$ cat config.mk
export PLATFORM = sky130hd
export DESIGN_NAME = tlc_conflict_monitor
export DESIGN_NICKNAME = d
export VERILOG_FILES = /design/src/rtl/tlc_conflict_monitor.sv
export SDC_FILE = /design/constraint.sdc
export NUM_CORES = 1
export LEC_CHECK = 0
export ABC_AREA = 1
export BUFFER_PORTS_ARGS = -buffer_cell sky130_fd_sc_hd__buf_4
export CORE_MARGIN = 10
export CORE_UTILIZATION = 40
export DETAILED_ROUTE_END_ITERATION = 8
export HOLD_SLACK_MARGIN = 0.06
export PLACE_DENSITY = 0.63
export SKIP_LAST_GASP = 1
export SYNTH_ARGS = -nofsm -noshare
export SYNTH_HDL_FRONTEND = slang
export SYNTH_SLANG_ARGS = --single-unit
$ cat constraint.sdc
create_clock -name clk -period 2.2 [get_ports clk]
set_clock_uncertainty 0.1 [all_clocks]
set_input_delay 0 -clock clk [delete_from_list [all_inputs] [get_ports clk]]
set_output_delay 0 -clock clk [all_outputs]
set_load 0.05 [all_outputs]
$ cat src/rtl/tlc_conflict_monitor.sv
// Watchdog on the four traffic lights (RED=1): decodes the registered pattern
// into a phase, checks legality, phase order and dwell time, and latches a fault code.
module tlc_conflict_monitor #(
  parameter int MIN_DWELL = 1,
  parameter int MAX_DWELL = 1,
  parameter int DWELL_W   = 4,
  parameter int COUNT_W   = 8
) (
  input  logic               clk,
  input  logic               rst,
  input  logic               l1,
  input  logic               l2,
  input  logic               l3,
  input  logic               l4,
  input  logic               clear_fault,
  output logic [2:0]         phase,
  output logic               phase_valid,
  output logic               fault,
  output logic [1:0]         fault_code,
  output logic [COUNT_W-1:0] fault_count
);

  localparam logic [1:0] S_UNLOCKED = 2'd0;
  localparam logic [1:0] S_LOCKED   = 2'd1;
  localparam logic [1:0] S_FAULT    = 2'd2;

  localparam logic [1:0] FC_NONE    = 2'd0;
  localparam logic [1:0] FC_ILLEGAL = 2'd1;
  localparam logic [1:0] FC_SEQ     = 2'd2;
  localparam logic [1:0] FC_STUCK   = 2'd3;

  localparam logic [DWELL_W-1:0] MIN_D = DWELL_W'(MIN_DWELL);
  localparam logic [DWELL_W-1:0] MAX_D = DWELL_W'(MAX_DWELL);
  localparam logic [DWELL_W-1:0] ONE_D = DWELL_W'(1);

  logic [3:0]         r_lights;
  logic               r_primed;
  logic [1:0]         r_state;
  logic [2:0]         r_phase;
  logic [DWELL_W-1:0] r_dwell;
  logic               r_valid;
  logic               r_fault;
  logic [1:0]         r_code;
  logic [COUNT_W-1:0] r_count;

  logic               w_legal;
  logic [2:0]         w_pidx;
  logic [2:0]         w_succ;
  logic [1:0]         w_state;
  logic [2:0]         w_phase;
  logic [DWELL_W-1:0] w_dwell;
  logic [1:0]         w_code;
  logic               w_enter_fault;

  // Pattern order is {l1,l2,l3,l4}; anything not listed here is a conflict.
  always_comb begin
    w_legal = 1'b1;
    w_pidx  = 3'd0;
    case (r_lights)
      4'b0101: w_pidx = 3'd0;
      4'b1010: w_pidx = 3'd1;
      4'b0111: w_pidx = 3'd2;
      4'b1011: w_pidx = 3'd3;
      4'b1101: w_pidx = 3'd4;
      4'b1110: w_pidx = 3'd5;
      default: w_legal = 1'b0;
    endcase
  end

  assign w_succ = (r_phase == 3'd5) ? 3'd0 : r_phase + 3'd1;

  always_comb begin
    w_state       = r_state;
    w_phase       = r_phase;
    w_dwell       = r_dwell;
    w_code        = r_code;
    w_enter_fault = 1'b0;
    case (r_state)
      S_UNLOCKED: begin
        if (r_primed) begin
          if (w_legal) begin
            w_state = S_LOCKED;
            w_phase = w_pidx;
            w_dwell = ONE_D;
          end else begin
            w_enter_fault = 1'b1;
            w_code        = FC_ILLEGAL;
          end
        end
      end
      S_LOCKED: begin
        if (!w_legal) begin
          w_enter_fault = 1'b1;
          w_code        = FC_ILLEGAL;
        end else if (w_pidx == r_phase) begin
          if (r_dwell == MAX_D) begin
            w_enter_fault = 1'b1;
            w_code        = FC_STUCK;
          end else begin
            w_dwell = r_dwell + ONE_D;
          end
        end else if (w_pidx == w_succ) begin
          if (r_dwell < MIN_D) begin
            w_enter_fault = 1'b1;
            w_code        = FC_SEQ;
          end else begin
            w_phase = w_succ;
            w_dwell = ONE_D;
          end
        end else begin
          w_enter_fault = 1'b1;
          w_code        = FC_SEQ;
        end
      end
      S_FAULT: begin
        // Clearing only drops to UNLOCKED; the sample under it is not evaluated.
        if (clear_fault) begin
          w_state = S_UNLOCKED;
          w_code  = FC_NONE;
        end
      end
      default: begin
        w_state = S_UNLOCKED;
        w_phase = 3'd0;
        w_dwell = '0;
        w_code  = FC_NONE;
      end
    endcase
    if (w_enter_fault) begin
      w_state = S_FAULT;
      w_phase = 3'd0;
      w_dwell = '0;
    end
  end

  always_ff @(posedge clk) begin
    if (rst) begin
      r_lights <= 4'b1111;
      r_primed <= 1'b0;
      r_state  <= S_UNLOCKED;
      r_phase  <= 3'd0;
      r_dwell  <= '0;
      r_valid  <= 1'b0;
      r_fault  <= 1'b0;
      r_code   <= FC_NONE;
      r_count  <= '0;
    end else begin
      r_lights <= {l1, l2, l3, l4};
      r_primed <= 1'b1;
      r_state  <= w_state;
      r_phase  <= w_phase;
      r_dwell  <= w_dwell;
      r_valid  <= (w_state == S_LOCKED);
      r_fault  <= (w_state == S_FAULT);
      r_code   <= w_code;
      if (w_enter_fault && (r_count != {COUNT_W{1'b1}}))
        r_count <= r_count + 1'b1;
    end
  end

  assign phase       = r_phase;
  assign phase_valid = r_valid;
  assign fault       = r_fault;
  assign fault_code  = r_code;
  assign fault_count = r_count;

endmodule

==> qor.csv <==
metric,value,unit
status,completed,
CTS tree,done,
Util after Layout,0.514,
worst hold stages,2,
drt wl/cell,11.3,um
CTS HTree Levels,1,
total grt overflow,0,
Hold Path Sink,fault_code[1],
Crit path largest cell delay,0.49,ns
initial antenna violation count,0,
CTS sink cnt,26,
global-route wire length before repair,6150,um
worst-skew pair later-pin latency,0.27,ns
Post-Layout Cell Count,300,
Critical Path RT,2.30,ns
hold path start,fault_code[1],
Final Hold Fails,0,
R2R setup slack,0.39,ns
vias in the first global route,1418,
Max Clk Rate,0.554,GHz
largest net degree at the start of global routing,18,
RSZ-0062 raised after global routing,false,
Crit Path Category,flop to flop,
maxcap violations,0,
Final Cycle Share,0.821,
Area Overhead vs Synth,22.9,%
crit path max-delay cell type,dfxtp_1,
Rel. slew slack,0.762,
"critical path, cell by cell",nand2_2 > nand2_1 > nand2_1 > nand3_1 > nand2_1 > nor2_2 > nand2_2 > nand3_4 > nand2_8 > nand2_8 > nand2_2 > a21oi_2,
via count,1437,
clk slew on worst S/H paths,0.09,ns
R2R depth,12,
Worst Path Max Fanout,10,
Syn Area/Cell,7.10,sq um
Antenna Cells,0,
Tightest Pin Transition,0.356,ns
reg2reg end,fault_count[2],
most frequent cells in the layout,"nand2_1 (58), dfxtp_1 (26), nand3_1 (24)",
Netlist cell types,27,
CTS root buf,clkbuf_8,
sequential element share of the synthesized area,0.335,
Final GP Congestion,0.851,
DR pass1 iterations,4,
Critical Path Source Type,flop,
post-synthesis net count,230,
nets,265,
CP endpoint kind,flop,
PwrDens,583,nW/um^2
"most common cell after layout, fill and taps aside",nand2_1,
Inserted Clock Buffers,3,
CTS resizes,0,
Routed Wire Length,3400,um
layout cell share with drive strength beyond 1,0.230,
Cells after DPL,287,
Die Y,82.3,um
Cell Rows,22,
total die area,6780,sq um
DRC violations left,0,
Setup TNS,0,ns
mapped cell area,1550,sq um
synthesis warning total,0,
Peak supply drop,481,uV
worst reg2reg path startpoint,phase[0],
CP arrival,1.91,ns
vias per cell,4.79,
Initial Util,0.418,
Detail Placement HPWL,2480,um
Die X-Extent,82.3,um
setup violators final,0,
input/output buffers,21,
Total GRT Usage,0.111,
Routed Antenna Nets,0,
worst min-delay path category,flop to flop,
# IOs,22,
Worst Hold Slack,0.375,ns
leakage,0.871,nW
CTS Buffer Depth,2,
core area,3720,sq um
Max Slew Vio Count,0,
Iteration-0 DRC Markers,48,
Final min period,1.81,ns
register bit total from synthesis,26,
Synth Instances,219,
-- critical path: cells and delay by family, from the launching register on --
family / cells / cell delay (ns)
AND/OR/NAND/NOR: 11 / 1.03
flip-flops: 1 / 0.49
AO/OA/AOI/OAI: 1 / 0.11
-- repair_timing --
action | 4_1_cts | 5_1_grt
hold endpoints to repair | 19 | 0
setup buffers | 0 | 0
hold buffers | 10 | 0
-- worst max-delay path by stage --
stage,slack (ns),depth (start not counted),start,end
after floorplan,0.24,7,fault_count[1],fault_count[5]
final,0.39,12,phase[0],fault_count[2]
after detailed placement,0.41,12,phase[0],fault_count[6]
after CTS,0.39,12,phase[0],fault_count[2]
after global placement,0.42,11,phase[0],fault
after global routing,0.18,8,r_lights[2],r_dwell[1]
-- power breakdown --
part           internal [W]  switching, W  total (W)
sequential         0.000497     0.0000272   0.000524
combinational      0.000111      0.000215   0.000326
clock              0.000122      0.000140   0.000263
-- layer usage --
layer | wire length (um) | vias up | global-route usage
li1 | - | 782 | -
met1 | 1670 | 634 | 0.134
met2 | 1550 | 17 | 0.188
met3 | 144 | 4 | 0.0324
met4 | 39 | 0 | 0.0306
met5 | 0 | - | 0
-- stage by stage --
stage          setup WS, ns  instance area (sq um)  total power [W]
2_1_floorplan         0.236                   1550         0.000771
3_3_place_gp          0.419                   1770         0.000847
3_5_place_dp          0.415                   1770         0.000846
4_1_cts               0.385                   1910          0.00113
5_1_grt               0.182                   1910          0.00119
6_report              0.393                   1910          0.00111
-- synthesized netlist by cell type --
cell / number / area share
a21oi_1: 7 / 0.023
a21oi_2: 8 / 0.045
clkbuf_1: 1 / 0.0024
clkinv_1: 1 / 0.0024
dfxtp_1: 26 / 0.33
ha_1: 4 / 0.032
inv_1: 23 / 0.056
inv_2: 2 / 0.0048
nand2_1: 58 / 0.14
nand2_2: 11 / 0.044
nand2_4: 1 / 0.0072
nand2_8: 2 / 0.026
nand3_1: 24 / 0.077
nand3_2: 2 / 0.013
nand3_4: 1 / 0.011
nand4_1: 5 / 0.020
nand4_2: 1 / 0.0081
nor2_1: 13 / 0.031
nor2_2: 2 / 0.0081
nor3_1: 5 / 0.016
o21ai_0: 2 / 0.0064
o21ai_1: 4 / 0.013
o21bai_1: 1 / 0.0048
o22ai_1: 3 / 0.012
or2_2: 4 / 0.016
xnor2_1: 3 / 0.017
xor2_1: 5 / 0.028
-- final cells by class --
class                   instances  area, sq um
repair buffers                 31          258
flip-flops and latches         26          520
multi-input cells             166          932
clock buffers                   3         41.3
fillers                       380         1810
inverters                      26         97.6
well taps                      48         60.1
-- cell families after synthesis --
kind of cell | Yosys count | synth area share
DFF | 26 | 0.335
buffers and inverters | 27 | 0.0652
AOI/OAI and AO/OA | 25 | 0.104
xor gates and xnor gates | 8 | 0.0451
and+or+nand+nor | 129 | 0.419
adders and majority gates | 4 | 0.0322
-- sequential cells by signal, summed over array words and instances, names as in the netlist, 2 cells and up --
name / flops
r_dwell: 4
phase: 3
r_lights: 4
r_state: 2
fault_count: 8
fault_code: 2
Power figures use the tool's default switching activity.
